[src/rtl/accel_job_scheduler.sv]
// Round-robin scheduler sharing one single-shot accelerator wrapper between NREQ requesters.
// The wrapper is held in reset between jobs and each run is guarded by a watchdog.
module accel_job_scheduler #(
   parameter int NREQ       = 4,
   parameter int RST_CYCLES = 2,
   parameter int TIMEOUT    = 65535
) (
   input  logic                 clk,
   input  logic                 reset,
   input  logic [NREQ-1:0]      req,
   input  logic [64*NREQ-1:0]   req_read_base,
   input  logic [64*NREQ-1:0]   req_write_base,
   input  logic [64*NREQ-1:0]   req_num,
   output logic [NREQ-1:0]      gnt,
   output logic [NREQ-1:0]      ack,
   output logic [NREQ-1:0]      err,
   output logic [31:0]          result,
   output logic                 acc_reset,
   output logic [63:0]          acc_read_base,
   output logic [63:0]          acc_write_base,
   output logic [63:0]          acc_num_read,
   input  logic                 acc_done,
   input  logic [31:0]          acc_returnvalue,
   output logic                 busy,
   output logic [31:0]          job_count
);

   localparam int IDX_W = $clog2(NREQ);

   typedef enum logic [1:0] {IDLE, RSTA, RUN, DONE} state_t;

   state_t           state, state_next;
   logic [IDX_W-1:0] last, owner, win;
   logic [NREQ-1:0]  win_onehot;
   logic [63:0]      sel_read_base, sel_write_base, sel_num;
   logic [31:0]      rst_cnt, wd_cnt;
   logic             rst_last, wd_expired;

   // Scan downward so the lowest rotation offset (closest to last+1) is the final assignment.
   always_comb begin
      // NOTE: every combinational output gets a default first so no path can infer a latch.
      win = '0;
      for (int k = NREQ; k >= 1; k--) begin
         if (req[(int'(last) + k) % NREQ]) win = IDX_W'((int'(last) + k) % NREQ);
      end
      win_onehot = NREQ'(1) << win;
   end

   always_comb begin
      sel_read_base  = '0;
      sel_write_base = '0;
      sel_num        = '0;
      for (int i = 0; i < NREQ; i++) begin
         if (IDX_W'(i) == win) begin
            sel_read_base  = req_read_base[64*i +: 64];
            sel_write_base = req_write_base[64*i +: 64];
            sel_num        = req_num[64*i +: 64];
         end
      end
   end

   assign rst_last   = (rst_cnt == 32'(RST_CYCLES - 1));
   assign wd_expired = (wd_cnt == 32'(TIMEOUT - 1));
   assign busy       = (state != IDLE);

   always_ff @(posedge clk) begin
      // NOTE: sequential state uses non-blocking assignments so every register samples pre-edge values.
      if (!reset) state <= IDLE;
      else        state <= state_next;
   end

   always_comb begin
      state_next = state;
      case (state)
         IDLE:    if (|req) state_next = (sel_num == '0) ? DONE : RSTA;
         RSTA:    if (rst_last) state_next = RUN;
         RUN:     if (acc_done || wd_expired) state_next = DONE;
         DONE:    state_next = IDLE;
         default: state_next = IDLE;
      endcase
   end

   always_ff @(posedge clk) begin
      if (!reset) begin
         last           <= IDX_W'(NREQ - 1);
         owner          <= '0;
         gnt            <= '0;
         ack            <= '0;
         err            <= '0;
         result         <= '0;
         acc_reset      <= 1'b1;
         acc_read_base  <= '0;
         acc_write_base <= '0;
         acc_num_read   <= '0;
         job_count      <= '0;
         rst_cnt        <= '0;
         wd_cnt         <= '0;
      end else begin
         ack <= '0;
         err <= '0;
         case (state)
            IDLE: begin
               if (|req) begin
                  owner          <= win;
                  gnt            <= win_onehot;
                  acc_read_base  <= sel_read_base;
                  acc_write_base <= sel_write_base;
                  acc_num_read   <= sel_num;
                  rst_cnt        <= '0;
                  // Empty jobs complete immediately without ever releasing the wrapper.
                  if (sel_num == '0) begin
                     result    <= '0;
                     ack       <= win_onehot;
                     job_count <= job_count + 32'd1;
                  end
               end
            end
            RSTA: begin
               rst_cnt <= rst_cnt + 32'd1;
               if (rst_last) begin
                  acc_reset <= 1'b0;
                  wd_cnt    <= '0;
               end
            end
            RUN: begin
               wd_cnt <= wd_cnt + 32'd1;
               if (acc_done) begin
                  result    <= acc_returnvalue;
                  ack       <= gnt;
                  job_count <= job_count + 32'd1;
               end else if (wd_expired) begin
                  err <= gnt;
               end
            end
            DONE: begin
               gnt       <= '0;
               acc_reset <= 1'b1;
               last      <= owner;
            end
            default: ;
         endcase
      end
   end

endmodule

[config.mk]
export PLATFORM = sky130hd
export DESIGN_NAME = accel_job_scheduler
export DESIGN_NICKNAME = d
export VERILOG_FILES = /design/src/rtl/accel_job_scheduler.sv
export SDC_FILE = /design/constraint.sdc
export NUM_CORES = 1
export LEC_CHECK = 0
export BUFFER_PORTS_ARGS = -buffer_cell sky130_fd_sc_hd__buf_4
export CORE_AREA = 3 3 421 423
export CTS_BUF_LIST = sky130_fd_sc_hd__clkbuf_16
export CTS_CLUSTER_DIAMETER = 120
export DETAILED_ROUTE_END_ITERATION = 8
export DIE_AREA = 0 0 424 426
export GPL_ROUTABILITY_DRIVEN = 0
export SLEW_MARGIN = 15
export SYNTH_ARGS = -nofsm -noshare
export SYNTH_HDL_FRONTEND = slang
export SYNTH_SLANG_ARGS = --single-unit
[constraint.sdc]
create_clock -name clk -period 3.59 [get_ports clk]
set_input_delay 0.359 -clock clk [delete_from_list [all_inputs] [get_ports clk]]
set_output_delay 0.359 -clock clk [all_outputs]
set_load 0.02 [all_outputs]
==> out/metrics.cfg, run 1 <==
[min_path]
min-delay-start=acc_returnvalue[0]
hold_class=in -> reg
hold_depth=3
worstHoldEndpoint=result[0]

[worst_setup_path]
required_ps=4150
rr_startpoint=last[0]
ff2ff_path_depth=14
rrSetupSlack_ps=140
crit_path_end_kind=flop
crit_type=reg -> reg
path_cells=nand2b_4 -> buf_4 -> o221ai_4 -> buf_12 -> buf_4 -> mux2_2 -> mux2i_1 -> buf_4 -> nand4b_1 -> o41a_4 -> buf_4 -> clkbuf_16 -> or3_1 -> a21oi_1
slowest_delay_ps=480
critPathLaunchType=flop
crit_fanout=30
crit_top_cell=buf_4
rr_endpoint=job_count[0]
cp_data_arrival_time_ps=4010
crit_slowest_cell=o41a_4

[global_routing]
grt_max_degree=131
met1_usage_pct=20.3
grt_pass1_wl_um=222000
grt.busiest_layer=met2
grt_use_total_pct=17.9
antenna_found_initial=126
use_met3_pct=8.39
met2_usage_pct=29.7
grt_pass1_vias=25503
gr-total-overflow=0

[outcome]
status=finished, final reports clean

[finish]
drive_gt1_share_pct=32.8
final-seq-area_um2=6790
fin_nets=4853
area_growth_pct=70.1
final_area_um2=33000
final_util_pct=19.0
multi_input_area_um2=11800
fillCellCount=19937
stdcell_count=6450

[sta]
fin_crit_ps=3450
setup_viol=0
fin_crit_sh_pct=96.0
slew_headroom_pct=29.2
rsz0062_at_grt=no
slew_violations=0
fmax_ghz=0.290
tightest_slew_ps=1060
skew_ps=40.4
setup_tns_ps=0
final_hold_viol_count=0

[cts]
clk_pin_slew_ps=60
cts_tree=yes
htreeDepth=2
clk_path_buf_depth=3
cts_root_buffer=clkbuf_16
cts_sinks=339
cts-buffers-inserted=46
clock_latency_ps=630

[power_and_ir_drop]
p_per_area_nw_per_um2=610
swShare_pct=47.3
p_clk_share_pct=23.9
ir_drop_uv=617
seq_power_share_pct=25.1
finalPower_mw=20.1
p_int_mw=10.6
switching_power_mw=9.51
combPwrFrac_pct=51.0
p_leak_nw=14.1

[drt]
drcViolationCount=0
routed_wl_um=173000
drtAntennaViolNets=0
drt_iter0_markers=3229
via_per_inst=4.32
wl_per_cell_um=26.8
vias=27879
dr.pass1.iters=8

[floorplanning]
die_height_um=426
start_util_pct=11.2
die_w_um=424
core_area_um2=174000
io_pins=1077
die_area_um2=181000
num_rows=153

[synth]
synth_enable_flop_cells=0
synthFlopType=dfxtp_1
ys_seq_area_share_pct=35.0
synth.most_common_cell=nand2_1
yosys.area.top_type=dfxtp_1
synthTopCellsByCount=987 x nand2_1, 588 x nand3_1, 339 x dfxtp_1
synth_seq_cells=339
synth_area_leaders=dfxtp_1 35%, nand2_1 19%, nand3_1 15%
syn_area_per_cell_um2=6.51
postSynth.asyncResetShare_pct=0
netlist.area_leader.share_pct=35.0
synth_area_um2=19400
synthesis.nets=3795
synth_warnings=0
synthCells=2979
synth_cell_types=56

[place]
dp_cells=6275
port_buffers=1076
post-dp-hpwl_um=144000
post_dp_cell_area_um2=30800

[run]
cap_violations=0

state kept, by name, indices dropped and copies added, names as in the netlist:
register        cells
acc_reset           1
state               2
result             32
gnt                 4
wd_cnt             32
owner               2
rst_cnt            32
err                 4
acc_read_base      64
job_count          32
ack                 4
last                2
acc_num_read       64
acc_write_base     64
per-layer routing:
layer,share of wire [%],vias up
met4,3.4,74
met5,0.30,-
met2,47,1643
met3,12,392
met1,37,13316
li1,-,12454
what timing repair did:
action | 4_1_cts | 5_1_grt
setup buffers | 3 | 5
pin swaps | 1 | 2
hold buffers | 29 | 0
endpoints found under the setup margin | 24 | 26
hold endpoints to repair | 29 | 0
gates cloned | 1 | 1
gates resized for setup | 7 | 10
cells in the final DEF, fill, tap and decap left out, types with 6 or more instances in the layout:
master | synthesis | routed
a21oi_1 | 273 | 270
and2_1 | 8 | 8
and3_1 | 16 | 16
and4_1 | 9 | 9
buf_12 | 0 | 21
buf_4 | 0 | 1196
clkbuf_16 | 0 | 47
clkinv_1 | 0 | 8
clkinv_2 | 0 | 10
clkinvlp_4 | 0 | 6
dfxtp_1 | 339 | 337
diode_2 | 0 | 50
dlygate4sd3_1 | 0 | 29
ha_1 | 9 | 9
inv_1 | 15 | 16
mux2i_1 | 28 | 27
nand2_1 | 987 | 987
nand2b_1 | 7 | 6
nand3_1 | 588 | 588
nand4_1 | 69 | 69
nor2_1 | 92 | 91
nor3_1 | 16 | 16
nor4_1 | 60 | 53
nor4_2 | 0 | 7
o21ai_0 | 50 | 48
o31ai_1 | 25 | 25
or3_1 | 13 | 13
or4_1 | 31 | 30
xnor2_1 | 17 | 17
xor2_1 | 33 | 33
cells by family (layout without fill, tap and decap cells):
logic type	Yosys count	count (layout)	share of synthesized area, %
simple gates	1911	1911	44.3
other cells	0	50	0
flops	339	339	35.0
mux	34	34	2.03
xor+xnor	50	50	2.26
compound gates	380	381	10.8
fa+ha+maj	9	9	0.581
buf+inv	256	1351	5.09
how the worst max path moves through the flow:
stage	from	endpoint	slack, ps	cells past startpoint
after floorplan	req[0]	job_count[25]	130	11
after global placement	req_num[232]	job_count[28]	-580	12
after detailed placement	req_num[232]	job_count[26]	-650	12
after CTS	last[0]	job_count[26]	20	9
after global routing	last[0]	job_count[26]	4	13
final	last[0]	job_count[0]	140	14
stage by stage:
stage | hold WS (ps) | worst slack [ps]
global placement | 444 | -583
finish | 81.6 | 142
global route | 33.4 | 4.27
CTS | 4.35 | 17.8
detailed placement | 447 | -646
floorplan | 436 | 127
power groups by stage:
stage	combinational, mW	clock, mW	sequential (mW)
after CTS	10.2	4.99	5.02
after global placement	10.0	0	5.06
after global routing	10.9	5.11	5.11
after detailed placement	10.1	0	5.09
final	10.3	4.81	5.04
after floorplan	4.19	0	5.87
area by class of cell:
class                   count  share of cell area [%]
repair buffers           1250                    29.6
multi-input cells        2385                    35.8
clock buffers              46                    3.49
diodes                     50                   0.380
flip-flops and latches    339                    20.6
clock inverters            40                    1.17
inverters                  15                   0.194
well taps                2325                    8.82
worst max-delay path, delay by kind of cell, from the launching register on:
kind / cells / cell delay, ps
AND/OR/NAND/NOR: 3 / 660
AO/OA/AOI/OAI: 3 / 870
flip-flops: 1 / 340
multiplexers: 2 / 500
buffers and inverters: 6 / 980
No activity file was read; power rests on OpenSTA's default activity.
==> run 2, diff against run 1 <==
--- a/config.mk
+++ b/config.mk
@@ -12,6 +12,7 @@
 export DETAILED_ROUTE_END_ITERATION = 8
 export DIE_AREA = 0 0 424 426
 export GPL_ROUTABILITY_DRIVEN = 0
+export PLACE_DENSITY = 0.33
 export SLEW_MARGIN = 15
 export SYNTH_ARGS = -nofsm -noshare
 export SYNTH_HDL_FRONTEND = slang
==> out/metrics.cfg, run 2 (synthesis results as in run 1) <==
[worst_setup_path]
slowest_delay_ps=510  ; +30 ps
path_cells=o21ai_0 -> buf_4 -> buf_4 -> o221ai_4 -> buf_12 -> buf_12 -> mux2i_1 -> buf_4 -> mux2i_4 -> buf_4 -> nand4b_1 -> o41a_4 -> buf_12 -> or4_1 -> a21oi_1
critPathLaunchType=flop
path_buf_inv=7  ; +1
crit_top_cell=buf_4
cp_data_arrival_time_ps=4030  ; +20 ps
path_delay_family=buffers and inverters
crit_slowest_cell=o41a_4
crit_type=reg -> reg
crit_fanout=32  ; +6.7%
crit_path_end_kind=flop
required_ps=4180  ; +30 ps

[floorplanning]
io_pins=1077  ; unchanged
start_util_pct=11.2  ; unchanged
core_area_um2=174000  ; unchanged
num_rows=153  ; unchanged
die_area_um2=181000  ; unchanged
die_height_um=426  ; unchanged
die_w_um=424  ; unchanged

[finish]
mostFrequentLayoutCells=1,197 x buf_4, 987 x nand2_1, 588 x nand3_1
fin_nets=4858  ; +0.10%
final_common_cell=buf_4
drive_gt1_share_pct=32.4  ; -0.39 points
area_growth_pct=70.0  ; about the same
fillCellCount=20136  ; +1.0%
final_area_um2=33000  ; about the same
top_regs=acc_num_read: 64 flops, acc_read_base: 64 flops, acc_write_base: 64 flops

[sta]
fmax_ghz=0.290  ; about the same
setup_tns_ps=0  ; unchanged
final_hold_viol_count=0  ; unchanged
slew_violations=0  ; unchanged
slew_headroom_pct=30.8  ; +1.6 points
fin_crit_sh_pct=96.0  ; about the same
tightest_slew_ps=1040  ; -24.5 ps
skew_ps=36.6  ; -3.78 ps
fin_crit_ps=3450  ; -0.558 ps
setup_viol=0  ; unchanged

[drt]
vias=26176  ; -6.1%
dr.pass1.iters=6  ; -2
via_per_inst=4.08  ; -5.6%
drtAntennaViolNets=0  ; unchanged
drt_iter0_markers=1773  ; -45%
routed_wl_um=167000  ; -3.2%
wl_per_cell_um=26.0  ; -2.8%
drcViolationCount=0  ; unchanged

[global_routing]
grt_use_total_pct=17.4  ; -0.51 points
grt_pass1_wl_um=219000  ; -1.2%
grt_max_degree=123  ; -6.1%
gr-total-overflow=0  ; unchanged
antenna_found_initial=41  ; -67%
grt_pass1_vias=25723  ; +0.86%

[cts]
cts_root_buffer=clkbuf_16
clock_latency_ps=670  ; +40 ps
cts_sinks=339  ; unchanged
cts-buffers-inserted=53  ; +15%
clk_pin_slew_ps=60  ; about the same
cts_tree=yes
htreeDepth=2  ; unchanged
clk_path_buf_depth=3  ; unchanged

[place]
port_buffers=1076  ; unchanged
post_dp_cell_area_um2=30700  ; -0.35%
post-dp-hpwl_um=134000  ; -7.0%

[min_path]
hold_class=in -> reg

[power_and_ir_drop]
p_int_mw=10.9  ; +3.2%
swShare_pct=47.3  ; about the same
p_clk_share_pct=25.4  ; +1.5 points
seq_power_share_pct=24.2  ; -0.9 points
combPwrFrac_pct=50.4  ; -0.6 points
p_leak_nw=14.2  ; +0.62%
ir_drop_uv=616  ; -0.14%
p_per_area_nw_per_um2=630  ; +3.3%
switching_power_mw=9.82  ; +3.3%

[outcome]
status=finished, final reports clean

[run]
cap_violations=0  ; unchanged

==> run 2: cell count changes in the layout (fill, tap and decap cells not counted), sizes merged, moves of 5 or more <==
cell,delta
diode,-38
dlygate4sd3,+5
buf,-6
clkinv,-5
clkbuf,+7
inv,+10
clkinvlp,-5
==> run 2: layout make-up <==
cell class	count	area, µm²	share of cell area [%]
Antenna cell	12	30.0	0.0911
Timing Repair Buffer	1249	9680	29.4
Inverter	15	63.8	0.194
Tap cell	2325	2910	8.83
Sequential cell	339	6790	20.6
Clock inverter	41	357	1.08
Multi-Input combinational cell	2384	11800	35.8
Clock buffer	53	1330	4.02
==> run 2: metal layers <==
layer	GRT usage, %	share of wire (%)	vias up
li1	-	-	12422
met1	20.9	41	12641
met2	30.2	49	913
met3	4.85	7.3	184
met4	4.34	2.7	16
met5	0	0.060	-
==> run 2: worst register-to-register path, stage by stage, from the launching register on <==
cell and delay, ps:
dfxtp_1 320, o21ai_0 90, buf_4 150, buf_4 130, o221ai_4 150, buf_12 160, buf_12 180, mux2i_1 130
buf_4 170, mux2i_4 190, buf_4 160, nand4b_1 170, o41a_4 510, buf_12 180, or4_1 530, a21oi_1 160
==> run 2: what timing repair did <==
action                                  CTS  global route
cloned                                    0             1
buffers inserted                          2             1
hold buffers                             34             0
gates resized for setup                  10            12
hold endpoints to repair                 37             0
endpoints found under the setup margin   64            49
pin swaps                                 2             3
==> run 2: path summary, 6_finish.rpt <==
check / from / endpoint / slack (ps) / cells past startpoint
worst min-delay path: req_write_base[107] / acc_write_base[43] / 90 / 5
worst max-delay path: last[1] / job_count[10] / 140 / 15
worst min register to register: acc_read_base[39] / acc_read_base[39] / 450 / 2
worst max register to register: last[1] / job_count[10] / 140 / 15
==> run 2: power by group through the flow <==
| stage | clock, mW | combinational (mW) | sequential, mW |
|---|---|---|---|
| floorplan | 0 | 4.19 | 5.87 |
| global placement | 0 | 10.5 | 5.06 |
| detailed placement | 0 | 10.5 | 5.09 |
| CTS | 5.53 | 10.6 | 5.02 |
| global route | 5.64 | 11.3 | 5.11 |
| finish | 5.28 | 10.5 | 5.02 |
==> run 2: metrics by stage <==
stage | hold WS (ps) | setup slack [ps] | total power, mW | instances | utilization [%]
finish | 92.3 | 143 | 20.8 | 6418 | 19.0
global route | 76.5 | -37.2 | 22.0 | 6414 | 19.0
CTS | 22.8 | 11.8 | 21.1 | 6404 | 18.9
detailed placement | 446 | -605 | 15.6 | 6274 | 17.7
global placement | 442 | -570 | 15.5 | 6274 | 17.7
floorplan | 436 | 127 | 10.1 | 2979 | -
==> run 3, diff against run 2 <==
--- a/config.mk
+++ b/config.mk
@@ -13,6 +13,7 @@
 export DIE_AREA = 0 0 424 426
 export GPL_ROUTABILITY_DRIVEN = 0
 export PLACE_DENSITY = 0.33
+export RECOVER_POWER = 25
 export SLEW_MARGIN = 15
 export SYNTH_ARGS = -nofsm -noshare
 export SYNTH_HDL_FRONTEND = slang
==> out/metrics.cfg, run 3 (synthesis results as in run 1) <==
[floorplanning]
core_area_um2=174000  ; unchanged
die_height_um=426  ; unchanged
die_w_um=424  ; unchanged
start_util_pct=11.2  ; unchanged
io_pins=1077  ; unchanged
die_area_um2=181000  ; unchanged
num_rows=153  ; unchanged

[sta]
slew_violations=0  ; unchanged
fin_crit_ps=3450  ; -2.02 ps
setup_tns_ps=0  ; unchanged
timing.final.ws_setup_ps=145  ; +2.02 ps
setup_viol=0  ; unchanged
slew_headroom_pct=31.3  ; +0.49 points
final_hold_viol_count=0  ; unchanged
fmax_ghz=0.290  ; about the same
hold_slack_ps=92.9  ; +0.575 ps
skew_ps=38.7  ; +2.05 ps
tightest_slew_ps=1030  ; -7.38 ps
fin_crit_sh_pct=96.0  ; about the same

[drt]
drt_iter0_markers=1808  ; +2.0%
via_per_inst=4.10  ; +0.45%
drtAntennaViolNets=0  ; unchanged
drcViolationCount=0  ; unchanged
dr.pass1.iters=5  ; -1
wl_per_cell_um=26.0  ; about the same
vias=26301  ; +0.48%
routed_wl_um=167000  ; about the same

[worst_setup_path]
cp_data_arrival_time_ps=4030  ; about the same
critPathLaunchType=flop
required_ps=4170  ; about the same
crit_type=reg -> reg
crit_fanout=32  ; unchanged
rrSetupSlack_ps=140  ; about the same
crit_path_end_kind=flop

[finish]
area_growth_pct=67.1
mostFrequentLayoutCells=1,048 x buf_4, 987 x nand2_1, 588 x nand3_1
stdcell_count=6420  ; +0.031%
final_util_pct=18.6  ; -0.32 points
final_common_cell=buf_4
final_area_um2=32400  ; -1.7%
drive_gt1_share_pct=28.8  ; -3.7 points
fin_nets=4858  ; unchanged
top_regs=acc_num_read: 64 flops, acc_read_base: 64 flops, acc_write_base: 64 flops
fillCellCount=20256  ; +0.60%

[cts]
cts_sinks=339  ; unchanged
cts_tree=yes
cts_root_buffer=clkbuf_16
clk_pin_slew_ps=60  ; about the same
clock_latency_ps=670  ; about the same
clk_path_buf_depth=3  ; unchanged
htreeDepth=2  ; unchanged
cts-buffers-inserted=53  ; unchanged

[global_routing]
grt_pass1_vias=25723  ; unchanged
grt_pass1_wl_um=219000  ; unchanged
grt_use_total_pct=17.4  ; unchanged
gr-total-overflow=0  ; unchanged
grt_max_degree=123  ; unchanged
antenna_found_initial=41  ; unchanged

[place]
dp_cells=6274  ; unchanged
place_ws_ps=-605  ; unchanged
post_dp_cell_area_um2=30700  ; unchanged
port_buffers=1076  ; unchanged
post-dp-hpwl_um=134000  ; unchanged

[power_and_ir_drop]
ir_drop_uv=621  ; +0.80%
p_leak_nw=13.6  ; -4.3%
p_per_area_nw_per_um2=629  ; -0.20%
finalPower_mw=20.4  ; -1.9%

[run]
cap_violations=0  ; unchanged

[outcome]
status=finished, final reports clean

[min_path]
hold_class=in -> reg

## run 3: cell count changes in the layout (fill, tap and decap cells not counted), sizes merged
| cell | delta |
|---|---|
| clkbuf | +149 |
| diode | +2 |
| buf | -149 |
## run 3: area by class of cell
cell class | instances | area [µm²] | area share, %
clock buffer | 53 | 1330 | 4.09
timing repair buffer | 1249 | 9120 | 28.2
sequential | 339 | 6790 | 20.9
clock inverter | 41 | 357 | 1.10
antenna | 14 | 35.0 | 0.108
multi-input combinational | 2384 | 11800 | 36.4
inverter | 15 | 63.8 | 0.197
tap | 2325 | 2910 | 8.98
## run 3: worst paths after layout
| kind | endpoint | from | cells past startpoint |
|---|---|---|---|
| setup / recovery | job_count[10] | last[1] | 15 |
| hold / removal | acc_write_base[43] | req_write_base[107] | 5 |
| setup reg to reg | job_count[10] | last[1] | 15 |
| hold reg to reg | acc_read_base[62] | acc_read_base[62] | 2 |
## run 3: power breakdown
group | total (mW) | switching (mW) | leakage, nW | internal (mW)
Combinational | 10.1 | 7.10 | 9.94 | 3.00
Sequential | 5.01 | 0.465 | 2.77 | 4.54
Clock | 5.27 | 2.24 | 0.878 | 3.03
## run 3: metal layers
layer  GRT usage, %  vias to the layer above  wire [µm]
met5              0                        -         99
met4           4.34                       16       4530
met3           4.85                      194      12300
met2           30.2                      924      82500
met1           20.9                    12744      67600
li1               -                    12423          -
## run 3: worst max-delay path, cell delays in order (launching register included)
cell and delay (ps):
dfxtp_1 320, o21ai_0 90, buf_4 150, buf_4 130, o221ai_4 150, buf_12 160
buf_12 170, mux2i_1 110, buf_4 170, mux2i_4 190, buf_4 160, nand4b_1 170
o41a_4 510, buf_12 180, or4_1 490, a21oi_1 160
## run 3: timing repair
item,CTS,global route
endpoints found under the setup margin,64,49
setup buffers,2,1
hold endpoints to repair,37,0
cloned,0,1
pin swaps,2,3
hold buffers,34,0
resized for setup,10,12
